[src/rtl/crossbar_cfg_pkg.sv]
// Shared types and address-map constants for the crossbar select-vector programmer.
package crossbar_cfg_pkg;

  typedef enum logic [1:0] {
    StIdle,
    StCommit,
    StSettle
  } cfg_state_e;

  localparam int unsigned LANE_W          = 8;
  localparam int unsigned FIELDS_PER_WORD = 4;
  // Control word sits at WORDS + CTRL_OFS, active words start at WORDS + ACTIVE_OFS
  localparam int unsigned CTRL_OFS        = 0;
  localparam int unsigned ACTIVE_OFS      = 1;

  function automatic int unsigned calc_words(input int unsigned n_out);
    return (n_out + FIELDS_PER_WORD - 1) / FIELDS_PER_WORD;
  endfunction

endpackage

[src/rtl/crossbar_cfg_commit_fsm.sv]
// Commit sequencer: one COMMIT cycle then a SETTLE_CYC-long settle window.
// Optional sticky lock built only when CROSSBAR_CFG_LOCK_EN is defined.
module crossbar_cfg_commit_fsm
  import crossbar_cfg_pkg::*;
#(
  parameter int unsigned SETTLE_CYC = 4
) (
  input  logic i_clk,
  input  logic i_rst,
  input  logic i_commit_req,
  input  logic i_lock_req,
  output logic o_commit,
  output logic o_busy,
  output logic o_settling,
  output logic o_locked
);

  localparam int unsigned CNT_W = $clog2(SETTLE_CYC + 1);

  cfg_state_e       r_state;
  logic [CNT_W-1:0] r_cnt;
  logic             r_busy;
  logic             r_settling;

  always_ff @(posedge i_clk or posedge i_rst) begin
    if (i_rst) begin
      r_state    <= StIdle;
      r_cnt      <= '0;
      r_busy     <= 1'b0;
      r_settling <= 1'b0;
    end else begin
      case (r_state)
        StIdle: begin
          if (i_commit_req) begin
            r_state    <= StCommit;
            r_busy     <= 1'b1;
            r_settling <= 1'b1;
          end
        end
        StCommit: begin
          r_state <= StSettle;
          r_cnt   <= CNT_W'(SETTLE_CYC - 1);
        end
        StSettle: begin
          if (r_cnt == '0) begin
            r_state    <= StIdle;
            r_busy     <= 1'b0;
            r_settling <= 1'b0;
          end else begin
            r_cnt <= r_cnt - 1'b1;
          end
        end
        default: r_state <= StIdle;
      endcase
    end
  end

  assign o_commit   = (r_state == StCommit);
  assign o_busy     = r_busy;
  assign o_settling = r_settling;

`ifdef CROSSBAR_CFG_LOCK_EN
  logic r_lock;

  always_ff @(posedge i_clk or posedge i_rst) begin
    if (i_rst) begin
      r_lock <= 1'b0;
    end else if (i_commit_req && i_lock_req) begin
      r_lock <= 1'b1;
    end
  end

  assign o_locked = r_lock;
`else
  logic w_unused_lock_req;
  assign w_unused_lock_req = i_lock_req;
  assign o_locked          = 1'b0;
`endif

endmodule

[src/rtl/crossbar_cfg_writer.sv]
// Bus-programmable shadow/active crossbar select vector with atomic commit.
// Define CROSSBAR_CFG_LOCK_EN to build the sticky post-commit write lock.
module crossbar_cfg_writer
  import crossbar_cfg_pkg::*;
#(
  parameter  int unsigned N_OUT      = 24,
  parameter  int unsigned N_IN       = 32,
  parameter  int unsigned DATA_W     = 32,
  parameter  int unsigned ADDR_W     = 4,
  parameter  int unsigned SETTLE_CYC = 4,
  localparam int unsigned SEL_W      = $clog2(N_IN),
  localparam int unsigned WORDS      = calc_words(N_OUT)
) (
  input  logic                   clk_i,
  input  logic                   rst_i,
  input  logic                   req_i,
  input  logic                   we_i,
  input  logic [ADDR_W-1:0]      addr_i,
  input  logic [DATA_W-1:0]      wdata_i,
  output logic                   gnt_o,
  output logic                   rvalid_o,
  output logic [DATA_W-1:0]      rdata_o,
  output logic                   err_o,
  output logic [N_OUT*SEL_W-1:0] cfg_o,
  output logic                   settling_o,
  output logic                   busy_o
);

  localparam logic [LANE_W-1:0] LANE_MASK = LANE_W'((1 << SEL_W) - 1);

  logic [N_OUT-1:0][SEL_W-1:0] r_shadow;
  logic [N_OUT-1:0][SEL_W-1:0] r_active;
  logic                        r_rvalid;
  logic                        r_err;
  logic [DATA_W-1:0]           r_rdata;

  logic [31:0]       w_addr;
  logic              w_is_shadow, w_is_ctrl, w_is_active;
  logic              w_lanes_bad, w_wr_err, w_rd_err;
  logic              w_gnt, w_wr_ok, w_commit_req, w_lock_req;
  logic              w_commit, w_busy, w_settling, w_locked;
  logic [DATA_W-1:0] w_rd_shadow, w_rd_active, w_status, w_rdata;

  assign w_addr      = 32'(addr_i);
  assign w_is_shadow = (w_addr < WORDS);
  assign w_is_ctrl   = (w_addr == WORDS + CTRL_OFS);
  assign w_is_active = (w_addr >= WORDS + ACTIVE_OFS) && (w_addr < 2 * WORDS + ACTIVE_OFS);

  // Only lanes that map to a real output are checked; padding lanes are don't-care
  always_comb begin
    logic [LANE_W-1:0] lane;
    w_lanes_bad = 1'b0;
    for (int k = 0; k < FIELDS_PER_WORD; k++) begin
      lane = wdata_i[k*LANE_W +: LANE_W];
      if (w_addr * FIELDS_PER_WORD + 32'(k) < N_OUT) begin
        if (((lane & ~LANE_MASK) != '0) || (32'(lane & LANE_MASK) >= N_IN)) begin
          w_lanes_bad = 1'b1;
        end
      end
    end
  end

  assign w_wr_err     = w_locked | ~(w_is_shadow | w_is_ctrl) | (w_is_shadow & w_lanes_bad);
  assign w_rd_err     = ~(w_is_shadow | w_is_ctrl | w_is_active);
  assign w_gnt        = req_i & ~(we_i & w_busy);
  assign w_wr_ok      = w_gnt & we_i & ~w_wr_err;
  assign w_commit_req = w_wr_ok & w_is_ctrl & wdata_i[0];
  assign w_lock_req   = wdata_i[1];

  // During COMMIT the active copy is about to become the shadow; reads see that value
  always_comb begin
    w_rd_shadow = '0;
    w_rd_active = '0;
    for (int o = 0; o < N_OUT; o++) begin
      if (w_addr == o / FIELDS_PER_WORD) begin
        w_rd_shadow[(o % FIELDS_PER_WORD) * LANE_W +: SEL_W] = r_shadow[o];
      end
      if (w_addr == WORDS + ACTIVE_OFS + o / FIELDS_PER_WORD) begin
        w_rd_active[(o % FIELDS_PER_WORD) * LANE_W +: SEL_W] =
            w_commit ? r_shadow[o] : r_active[o];
      end
    end
  end

  assign w_status = DATA_W'({w_locked, w_busy, 1'b0});
  assign w_rdata  = w_is_shadow ? w_rd_shadow : (w_is_ctrl ? w_status : w_rd_active);

  always_ff @(posedge clk_i or posedge rst_i) begin
    if (rst_i) begin
      r_rvalid <= 1'b0;
      r_err    <= 1'b0;
      r_rdata  <= '0;
      r_shadow <= '0;
      r_active <= '0;
    end else begin
      r_rvalid <= w_gnt;
      r_err    <= w_gnt & (we_i ? w_wr_err : w_rd_err);
      r_rdata  <= (w_gnt & ~we_i & ~w_rd_err) ? w_rdata : '0;
      for (int o = 0; o < N_OUT; o++) begin
        if (w_wr_ok && w_is_shadow && (w_addr == o / FIELDS_PER_WORD)) begin
          r_shadow[o] <= wdata_i[(o % FIELDS_PER_WORD) * LANE_W +: SEL_W];
        end
      end
      if (w_commit) begin
        r_active <= r_shadow;
      end
    end
  end

  crossbar_cfg_commit_fsm #(
    .SETTLE_CYC (SETTLE_CYC)
  ) u_commit_fsm (
    .i_clk        (clk_i),
    .i_rst        (rst_i),
    .i_commit_req (w_commit_req),
    .i_lock_req   (w_lock_req),
    .o_commit     (w_commit),
    .o_busy       (w_busy),
    .o_settling   (w_settling),
    .o_locked     (w_locked)
  );

  assign gnt_o      = w_gnt;
  assign rvalid_o   = r_rvalid;
  assign rdata_o    = r_rdata;
  assign err_o      = r_err;
  assign cfg_o      = r_active;
  assign settling_o = w_settling;
  assign busy_o     = w_busy;

endmodule

[config.mk]
export PLATFORM = sky130hd
export DESIGN_NAME = crossbar_cfg_writer
export DESIGN_NICKNAME = d
export VERILOG_FILES = /design/src/rtl/crossbar_cfg_pkg.sv /design/src/rtl/crossbar_cfg_commit_fsm.sv /design/src/rtl/crossbar_cfg_writer.sv
export SDC_FILE = /design/constraint.sdc
export NUM_CORES = 1
export LEC_CHECK = 0
export BUFFER_PORTS_ARGS = -buffer_cell sky130_fd_sc_hd__buf_2
export CORE_ASPECT_RATIO = 1.1
export CORE_UTILIZATION = 60
export DETAILED_ROUTE_END_ITERATION = 8
export PLACE_DENSITY = 0.84
export SLEW_MARGIN = 25
export SYNTH_ARGS = -nofsm -noshare
export SYNTH_HDL_FRONTEND = slang
export SYNTH_SLANG_ARGS = --single-unit
[constraint.sdc]
create_clock -name clk_i -period 24.5 [get_ports clk_i]
set_input_delay 4.9 -clock clk_i [delete_from_list [all_inputs] [get_ports clk_i]]
set_output_delay 4.9 -clock clk_i [all_outputs]
set_load 0.02 [all_outputs]
==> results.yml <==
outcome:
  status: "finished, violations left"
  violations: "design-rule violations"
cts:
  clock-sinks: 268
  clk_path_buf_depth: 3
  tritoncts: "done"
  htreeDepth: 1
  post_cts_resized: 0
  hold_buffers: 0
  cts-root-buf: "clkbuf_16"
  insertion_delay_ns: 0.52
  path_clk_slew_ns: 0.06
  post_cts_buffers: 0
  numCtsBuffers: 27
run:
  maxCapViolCount: 0
route:
  routedWlPerCell_microns: 25.2
  routed_via_density: 6.58
  ant_nets: 0
  dr.pass1.iters: 7
  drtIter0Drc: 923
  vias: 9094
  wirelength_microns: 34800
  drc_errors: 17
min_path:
  worstHoldStart: "cfg_o[49]"
  hold_depth: 1
  hp-class: "flip-flop to flip-flop"
yosys:
  synthCells: 940
  synthArstFlopShare: 1.00
  ys_ff_latch: 268
  yosysTopAreaCellShare: 0.540
  syn_avg_cell_area_sq_um: 13.2
  ys_seq_area_frac: 0.540
  synth.cell_area_sq_mm: 0.0124
  synthFlopType: "dfrtp_1"
  ys_top_cells_by_area: "dfrtp_1 (54%), mux2_2 (18%), mux2_4 (2.5%), o221ai_1 (2.1%), mux2i_1 (1.9%)"
  yosys_warnings: 0
  yosysUniqueCellTypes: 59
  synth_edf_count: 0
  synth_area_leader_cell: "dfrtp_1"
power:
  p_per_area_mw_per_mm2: 64.7
  vdd.ir_drop.worst_uv: 49.4
  leakagePower_nw: 7.66
finish:
  area_growth_pct: 15.7
  n_antenna_cell: 0
  fin_util: 0.716
  drive_gt1_frac: 0.458
  nNetsFinal: 1154
  fin_cells: 1382
floorplanning:
  fp-row-count: 54
  die_h_microns: 153
  io_pins: 197
  die_x_microns: 139
  die_area_sq_mm: 0.0213
  core_region_area_sq_mm: 0.0201
  start_util: 0.619
global_route:
  antenna_found_initial: 0
  grt_pass1_vias: 9279
  grt.total_usage: 0.331
  grt_max_degree: 139
  grt_overflow: 0
  grt_pass1_wl_microns: 53600
critical_path:
  startpoint: "we_i"
  ff2ff_path_depth: 6
  cp-start-kind: "input pin"
  crit_fanout: 6
  critPathKind: "input pin to output port"
  critPathRequiredTime_ns: 19.60
  cp.arrival_ns: 5.55
  rr_startpoint: "u_commit_fsm.r_state[1]"
  endpoint_kind: "output port"
placement:
  numPortBuffers: 184
  place.gp.congestion: 0.873
  dp_hpwl_microns: 21200
  dp.cells: 1335
timing:
  fin_setup_tns_ns: 0
  rsz0062_at_grt: "false"
  hold_viol: 0
  fin_crit_ns: 10.45
  skew_ns: 0.00571
  max_freq_ghz: 0.0957
  max_slew_margin: 0.202
  worst_pin_slew_ns: 1.20
  setup-violations-final: 0
  slew_viol_final: 0
  post-route-period-util: 0.427
  whs_ns: 0.515
==> synth_stat cells, drive strengths merged (3+ instances only) <==
| cell type | instances |
|---|---|
| a21oi | 25 |
| o221ai | 30 |
| or2 | 15 |
| mux4 | 4 |
| o21a | 19 |
| nand2 | 27 |
| a211oi | 3 |
| dfrtp | 268 |
| o2111ai | 14 |
| nand2b | 8 |
| mux2 | 232 |
| nor2b | 14 |
| o21ai | 41 |
| nand3 | 6 |
| o2bb2ai | 19 |
| nor3 | 3 |
| buf | 58 |
| inv | 30 |
| o2bb2a | 5 |
| nor4 | 4 |
| mux2i | 23 |
| and2b | 6 |
| nor2 | 13 |
| a2111oi | 18 |
| o211ai | 6 |
| clkbuf | 16 |
| o22ai | 6 |
==> worst max-delay path, cell delays in order <==
cell and delay (ns):
buf_2 0.13, a21boi_0 0.29, buf_2 0.23
==> flip-flops by register name, indices dropped and copies added (netlist names) <==
name / cells
err_o: 1
u_commit_fsm.o_settling: 1
r_shadow: 120
u_commit_fsm.r_state: 2
u_commit_fsm.r_cnt: 3
rvalid_o: 1
rdata_o: 20
cfg_o: 120
==> routing by layer <==
metal  GRT usage  part of all wire  vias to the layer above
met1       0.451              0.40                     4641
li1            -                 -                     3811
met2       0.525              0.47                      532
met4       0.151             0.041                        0
met5           0                 0                        -
met3      0.0545             0.090                      110
==> power by group <==
group	total [W]	internal [W]	switching, W
clock	0.000416	0.000248	0.000169
sequential	0.000450	0.000447	0.00000354
combinational	0.0000639	0.0000185	0.0000454
total	0.000931	0.000713	0.000218
==> layout by cell type (no fill, tap or decap), types with 21 or more instances in the layout <==
master | Yosys | layout
a21oi_1 | 24 | 24
buf_2 | 26 | 184
buf_4 | 19 | 22
clkbuf_16 | 0 | 27
dfrtp_1 | 268 | 268
inv_1 | 30 | 29
mux2_2 | 203 | 203
mux2_4 | 21 | 21
mux2i_1 | 23 | 23
nand2_1 | 27 | 25
o21ai_0 | 29 | 29
o221ai_1 | 30 | 30
==> cell type report <==
type | count | area [sq um]
sequential | 268 | 6710
fill | 1366 | 5690
multi-input combinational | 578 | 5240
timing repair buffer | 206 | 1090
clock buffer | 35 | 756
tap | 252 | 315
clock inverter | 12 | 140
inverter | 31 | 129
==> final timing paths <==
| kind | end | slack (ns) |
|---|---|---|
| worst max-delay path | gnt_o | 14.05 |
| worst min-delay path | cfg_o[49] | 0.51 |
| worst max register to register | rdata_o[3] | 21.34 |
| worst min register to register | cfg_o[49] | 0.51 |
| max in group asynchronous | cfg_o[9] | 17.84 |
| min in group asynchronous | cfg_o[52] | 4.51 |
==> metrics by stage <==
| step | area [sq um] | total power (W) | setup slack [ns] |
|---|---|---|---|
| 5_1_grt | 14400 | 0.000957 | 14.01 |
| 3_3_place_gp | 13500 | 0.000519 | 14.10 |
| 2_1_floorplan | 12500 | 0.000500 | 12.22 |
| 4_1_cts | 14400 | 0.000934 | 14.07 |
| 6_report | 14400 | 0.000931 | 14.05 |
| 3_5_place_dp | 13500 | 0.000521 | 14.06 |
==> kinds of logic after synthesis <==
logic type	share of synthesized area
and+or+nand+nor	0.0486
adders and majority gates	0.00201
xor gates and xnor gates	0.000705
AOI/OAI and AO/OA	0.120
muxes	0.242
DFF	0.540
buffers and inverters	0.0461
other	0.000302
Note: power is estimated with default switching activity, not from simulation.
